==> src/rtl/clock_trigger_decoder.sv <==
`default_nettype none
// ============================================================================
// Module  : clock_trigger_decoder
// Brief   : Recovers one trigger bit per line period from a duty-cycle-
//           modulated clock (short high = 1, long high = 0).
// Revision: 1.0 - initial release
// ============================================================================
module clock_trigger_decoder #(
   parameter int CNT_W      = 8,
   parameter int MIN_PERIOD = 4,
   parameter int MAX_PERIOD = 64,
   parameter int TIMEOUT    = 128
) (
   input  logic        fastclk,
   input  logic        reset,
   input  logic        line_in,
   output logic        bit_valid,
   output logic        bit_data,
   output logic        frame_err,
   output logic        idle,
   output logic        idle_level,
   output logic [15:0] bit_count
);

   localparam logic [CNT_W-1:0] CNT_MAX     = {CNT_W{1'b1}};
   localparam logic [CNT_W-1:0] CNT_ONE     = CNT_W'(1);
   localparam logic [CNT_W-1:0] TIMEOUT_M1  = CNT_W'(TIMEOUT - 1);
   localparam logic [CNT_W:0]   MIN_P       = (CNT_W + 1)'(MIN_PERIOD);
   localparam logic [CNT_W:0]   MAX_P       = (CNT_W + 1)'(MAX_PERIOD);

   logic             s1;
   logic             s2;
   logic             s3;
   logic             rise;
   logic             armed;
   logic [CNT_W-1:0] period_cnt;
   logic [CNT_W-1:0] high_cnt;
   logic [CNT_W-1:0] period_next;
   logic [CNT_W-1:0] high_next;
   logic [CNT_W:0]   period_ext;
   logic [CNT_W:0]   high_x2;
   logic             period_ok;

   assign rise = s2 & ~s3;

   // Both counters saturate so a dead line cannot wrap back into a legal period.
   assign period_next = (period_cnt == CNT_MAX) ? CNT_MAX : period_cnt + CNT_ONE;
   assign high_next   = (s2 && (high_cnt != CNT_MAX)) ? high_cnt + CNT_ONE : high_cnt;

   // The duty comparison is done one bit wider so 2*H never overflows.
   assign period_ext = {1'b0, period_cnt};
   assign high_x2    = {high_cnt, 1'b0};
   assign period_ok  = (period_ext >= MIN_P) && (period_ext <= MAX_P);

   always_ff @(posedge fastclk or posedge reset) begin
      if (reset) begin
         s1 <= 1'b0;
         s2 <= 1'b0;
         s3 <= 1'b0;
      end else begin
         s1 <= line_in;
         s2 <= s1;
         s3 <= s2;
      end
   end

   always_ff @(posedge fastclk or posedge reset) begin
      if (reset) begin
         period_cnt <= '0;
         high_cnt   <= '0;
      end else if (rise) begin
         period_cnt <= CNT_ONE;
         high_cnt   <= CNT_ONE;
      end else begin
         period_cnt <= period_next;
         high_cnt   <= high_next;
      end
   end

   always_ff @(posedge fastclk or posedge reset) begin
      if (reset) begin
         armed      <= 1'b0;
         idle       <= 1'b0;
         idle_level <= 1'b0;
      end else if (rise) begin
         armed <= 1'b1;
         idle  <= 1'b0;
      end else if (period_cnt == TIMEOUT_M1) begin
         armed      <= 1'b0;
         idle       <= 1'b1;
         idle_level <= s2;
      end
   end

   // The first rise after reset or idle only opens a measurement window.
   always_ff @(posedge fastclk or posedge reset) begin
      if (reset) begin
         bit_valid <= 1'b0;
         bit_data  <= 1'b0;
         frame_err <= 1'b0;
         bit_count <= '0;
      end else begin
         bit_valid <= 1'b0;
         frame_err <= 1'b0;
         if (rise && armed) begin
            if (!period_ok) begin
               frame_err <= 1'b1;
            end else if (high_x2 < period_ext) begin
               bit_valid <= 1'b1;
               bit_data  <= 1'b1;
               bit_count <= bit_count + 16'd1;
            end else if (high_x2 > period_ext) begin
               bit_valid <= 1'b1;
               bit_data  <= 1'b0;
               bit_count <= bit_count + 16'd1;
            end else begin
               frame_err <= 1'b1;
            end
         end
      end
   end

endmodule
`default_nettype wire

==> config.mk <==
export PLATFORM = sky130hd
export DESIGN_NAME = clock_trigger_decoder
export DESIGN_NICKNAME = d
export VERILOG_FILES = /design/src/rtl/clock_trigger_decoder.sv
export SDC_FILE = /design/constraint.sdc
export NUM_CORES = 1
export LEC_CHECK = 0
export CAP_MARGIN = 20
export CORE_MARGIN = 4
export CORE_UTILIZATION = 42
export CTS_BUF_LIST = sky130_fd_sc_hd__clkbuf_8
export DETAILED_ROUTE_END_ITERATION = 8
export GPL_ROUTABILITY_DRIVEN = 0
export PLACE_DENSITY = 0.71
export SLEW_MARGIN = 20
export SYNTH_ARGS = -nofsm -noshare
export SYNTH_HDL_FRONTEND = slang
export SYNTH_SLANG_ARGS = --single-unit
==> constraint.sdc <==
create_clock -name fastclk -period 2.8 [get_ports fastclk]
set_input_delay 0.42 -clock fastclk [delete_from_list [all_inputs] [get_ports fastclk]]
set_output_delay 0.42 -clock fastclk [all_outputs]
set_load 0.01 [all_outputs]
# After elaboration in Yosys (flattened, before gate mapping)
# Index checks and enable logic that the tools add are counted.
[op_classes] n_eq_ne=3 magnitude_cmp=4 n_mux=20 n_addsub=3 reduce_logical=8 n_bitwise=3
[ops] cell="16-bit 2-to-1 mux" n=2
[ops] cell="8-bit 2-to-1 mux" n=4
[ops] cell="16-bit by 1-bit adder with 16-bit output, second input constant" n=1
[ops] cell="8-bit by 1-bit adder with 8-bit output, second input constant" n=2
[ops] cell="1-bit 2-to-1 mux" n=14
[ops] cell="9-bit by 8-bit > comparator with 1-bit output" n=1
[ops] cell="9-bit by 8-bit < comparator with 1-bit output" n=1
[ops] cell="8-bit by 7-bit == test with 1-bit output, second input constant" n=1
[ops] cell="8-bit == test, second input constant" n=1
[ops] cell="8-bit by 3-bit greater-or-equal comparator with 1-bit output, second input constant" n=1
[ops] cell="8-bit by 7-bit <= comparator with 1-bit output, second input constant" n=1
[ops] cell="8-bit != test, second input constant" n=1
[ops] cell="2-bit nonzero test" n=3
[ops] cell="1-bit logical AND" n=3
[ops] cell="3-bit AND reduction" n=1
[ops] cell="1-bit NOT" n=2
[ops] cell="2-bit AND reduction" n=1
[ops] cell="1-bit AND" n=1
[word_totals] out_inout_bits=21 register_bits=41 elab_cells=53 input_bits=3

# Depth between registers and ports, before layout
[logic_depth] ltp_word=5 ltp_mapped=7 depth_no_buf=6

# Worst setup path after synthesis
# OpenSTA, ideal clock, no wires.
[synth_path] kind="register to register" start="register period_cnt[4]" end="register bit_count[1]" setup_time_ns=0.128 stages_incl_launch_ff=7 path_slack_ns=0.908 period_less_slack_ns=1.892 t_required_ns=2.672 arrival_ns=1.764 path_cell_list="dfrtp_1 inv_1 ha_1 and4b_1 a31oi_4 nand3_2 mux2_1"
[synth_between] elab_chain_len=3
[synth_rtl] item="start: declaration" line="36" text="logic [CNT_W-1:0] period_cnt;"
[synth_rtl] item="start signal: assignment" line="75" text="period_cnt <= period_next;"
[synth_rtl] item="9-bit by 8-bit < comparator with 1-bit output (tied with other cells)" line="108" text="end else if (high_x2 < period_ext) begin"
[synth_rtl] item="2-bit nonzero test (no line) / 1-bit logical AND (equally long branches)"
[synth_rtl] item="3-bit AND reduction (no line)"
[synth_rtl] item="end signal: assignment" line="111" text="bit_count <= bit_count + 16'd1;"
[synth_rtl] item="end signal: assignment" line="115" text="bit_count <= bit_count + 16'd1;"
[synth_rtl] item="end: declaration" line="22" text="output logic [15:0] bit_count"
# Several ways; a longest one is shown, not always the timed one.
# A chain may end at the register's enable or synchronous reset.

# Final worst setup path
[layout_path] start="register period_cnt[3]" end="register bit_count[1]"
# The elaborated chain is that of the path after synthesis.

==> results by group <==
Logic synthesis
  – Yosys top cell by area: dfrtp_1
  – Number of synthesized flops with an enable pin: 0
  – Post-synth ARST share: 100.0%
  – Top cells by area, synth: dfrtp_1, xnor2_1, ha_1
  – Synth cell types: 43
  – Synth top area share: between 40% and 50%
  – Syn Inst Count: 202
  – Commonest cells post-synth: dfrtp_1, xnor2_1, nand4_1, inv_1, nand2_1
  – Ys Warns: 0
  – Register area share after synthesis: 47.43%
  – Most common cell in the netlist: dfrtp_1
  – Cell area after synthesis: roughly 0.0022 mm^2
  – Syn Nets: ~220
  – Syn avg cell area: around 11 um^2
  – Synth Register Bits: roughly 40
  – Ys flop type: dfrtp_1

Status
  – Status: completed

STA
  – Final setup margin: slightly above 0.6 ns
  – Max_slew headroom: 60.00%
  – Setup violators final: 0
  – Final Hold Viols: 0
  – Skew final: 0.005821 ns
  – WHS: 0.3536 ns
  – Least-Margin Pin Slew: 0.6000 ns
  – Max Fclk: 0.4559 GHz
  – RSZ-0062 raised after global routing: no
  – Tmin final: 2.194 ns
  – Tcrit/Tclk final: 78.34%
  – Setup_tns: 0 ns
  – Final Max Slew Viols: 0

Setup path
  – R2r startpoint: period_cnt[3]
  – CP bufs+invs: 2
  – Crit-path cells: inv_1, ha_1, and4b_1, a31oi_4, buf_4, nand3_2, mux2_1
  – CP max-delay cell: dfrtp_1
  – Crit end category: flop
  – WS Path Type: flop to flop
  – Worst R2R End: bit_count[1]
  – CP arrival: 2.38 ns
  – Startpoint Class: flop
  – Worst Path Required: 2.99 ns
  – CP Max Fanout: 17
  – Top Family by Delay on Critical Path: flip-flops
  – Cells on worst reg2reg path: 7
  – Reg2reg setup slack: approximately 0.61 ns
  – Slowest stage delay, CP: 0.50 ns

Global routing
  – Largest net degree at the start of global routing: 42
  – Global-route wire length before repair: about 7700 um
  – Total track usage: 15.73%
  – Met1 usage: between 20% and 30%
  – Grt peak-use layer: met2
  – GR Layer Usage met2: 25.13%
  – Vias in the first global route: around 1,700
  – Met3 Use GR: approximately 3.4%
  – Overall overflow remaining after global route: 0
  – Antenna violations before repair: 0

Floorplanning
  – Die H: approximately 80 um
  – Core area: 0.004848 mm^2
  – I/O pin cnt: 24
  – Floorplan row count: 25
  – Initial Util: about 45%
  – Die Width: 79.77 um
  – Die Footprint: 0.006363 mm^2

Power
  – Pint: 1.288 mW
  – VDD IR-drop max: 0.0005810 V
  – Sequential fraction of design power: just over 40%
  – Clock power frac: 25.6%
  – Switch share: approximately a third
  – Logic pwr share: between 30% and 40%
  – Cell Pwr Density: around 750 mW/mm^2
  – Leakage: 1.155 nW
  – Psw: approximately 670 uW

Cells and area
  – Storage cell area: 0.001026 mm^2
  – Share of layout cells above drive strength 1: 10.30%
  – Final layout net count: between 200 and 250
  – Area growth syn-to-layout: 20.18%
  – Layout Cells excl Fill: 300
  – ANT cells: 0
  – Post-Route Utilization: between 50% and 60%
  – Filler cells: between 400 and 500
  – Footprint of the multi-input gates: around 0.0011 mm^2

Clock tree
  – Clock net sink count: 41
  – Resize count post-CTS: 0
  – Clock insertion delay at the later pin of the skew report: approximately 0.3 ns
  – Hold buffer count at cts: 0
  – Clock Tree Buf Depth: 2
  – Number of buffers created by CTS: 5
  – CTS tree: yes
  – CTS HTree Levels: 2
  – CTS root buffer: clkbuf_8
  – Clock slew at reported path FFs: about 0.080 ns
  – Number of setup buffers added after CTS: 0

Drt
  – Final wirelength: 4461 um
  – Final ANT Viol Nets: 0
  – DRC violation count after routing: 0
  – Initial drt markers: 49
  – 1st-pass router iterations: 4
  – Routed vias/inst: 5.393
  – Wire length per cell: between 10 and 15 um
  – Routed vias: 1,618

Worst hold path
  – Hold path startpoint: s1
  – Min-Delay Path Class: flop to flop
  – Hold path endpoint: s2
  – Hold Path Depth: 0

Placed design
  – Placed cell count: 292
  – Post-detail-place hpwl: about 3200 um
  – Port buffer count: 23
  – Worst slack, placed: 0.6253 ns

Job
  – Max Cap Viol: 0
==> registers in the layout, summed over array words and instances, names as in the netlist <==
name and cells:
s3 1, idle_level 1, bit_valid 1, idle 1, s2 1, armed 1, bit_data 1, frame_err 1
bit_count 16, period_cnt 8, s1 1, high_cnt 8
==> logic make-up (layout without fill, tap and decap cells) <==
logic type | Yosys count | in the layout | synth area share, %
flip-flops | 41 | 41 | 47.43
adder cells (fa/ha/maj) | 11 | 11 | 6.362
buffers and inverters | 17 | 48 | 3.528
multiplexers | 3 | 3 | 2.024
AO/OA/AOI/OAI | 25 | 25 | 8.271
AND/OR/NAND/NOR | 82 | 82 | 23.08
XOR/XNOR | 23 | 23 | 9.312
==> how the worst max path moves through the flow <==
stage,startpoint,to,cells past startpoint
floorplan,period_cnt[4],bit_count[1],6
global placement,period_cnt[4],bit_count[1],7
detailed placement,period_cnt[3],bit_count[1],7
CTS,period_cnt[3],bit_count[1],7
global route,period_cnt[3],bit_count[1],7
finish,period_cnt[3],bit_count[1],7
==> routing by layer <==
metal	vias to the layer above	routed length [um]
met3	6	211
met2	37	2057
met5	-	0
met4	0	89
li1	784	-
met1	791	2103
==> power by group through the flow <==
stage	logic, mW	registers (mW)	clock network (mW)
floorplan	0.449	0.804	0
global placement	0.631	0.806	0
finish	0.652	0.801	0.501
detailed placement	0.653	0.811	0
global route	0.729	0.821	0.537
CTS	0.656	0.800	0.514
==> layout by cell type, fill, tap and decap left out, drive strengths merged, types with 2 or more instances in the layout <==
cell type / n
and3: 9
ha: 11
clkbuf: 6
buf: 4
or3: 2
dfrtp: 41
o211ai: 3
nand4: 15
nor2: 10
clkdlybuf4s50: 23
o2bb2ai: 2
nor3: 4
a21oi: 7
o21ai: 3
and4b: 2
inv: 13
nand2: 13
nand3: 14
and2: 4
a31oi: 3
xor2: 5
a21o: 3
xnor2: 18
nor4: 4
mux2i: 2
==> area by class of cell <==
class | instances | share of cell area (%)
clock buffer | 6 | 3.176
clock inverter | 2 | 1.444
inverter | 13 | 1.877
multi-input combinational | 144 | 40.81
sequential | 41 | 39.46
tap | 67 | 3.224
timing repair buffer | 27 | 10.01
==> stage by stage <==
| step | instance area [um^2] | power (mW) |
|---|---|---|
| detailed placement | 2480 | 1.463 |
| CTS | 2600 | 1.969 |
| global placement | 2480 | 1.437 |
| floorplan | 2163 | 1.253 |
| global route | 2600 | 2.086 |
| finish | 2600 | 1.954 |
No activity file was read; power rests on OpenSTA's default activity.
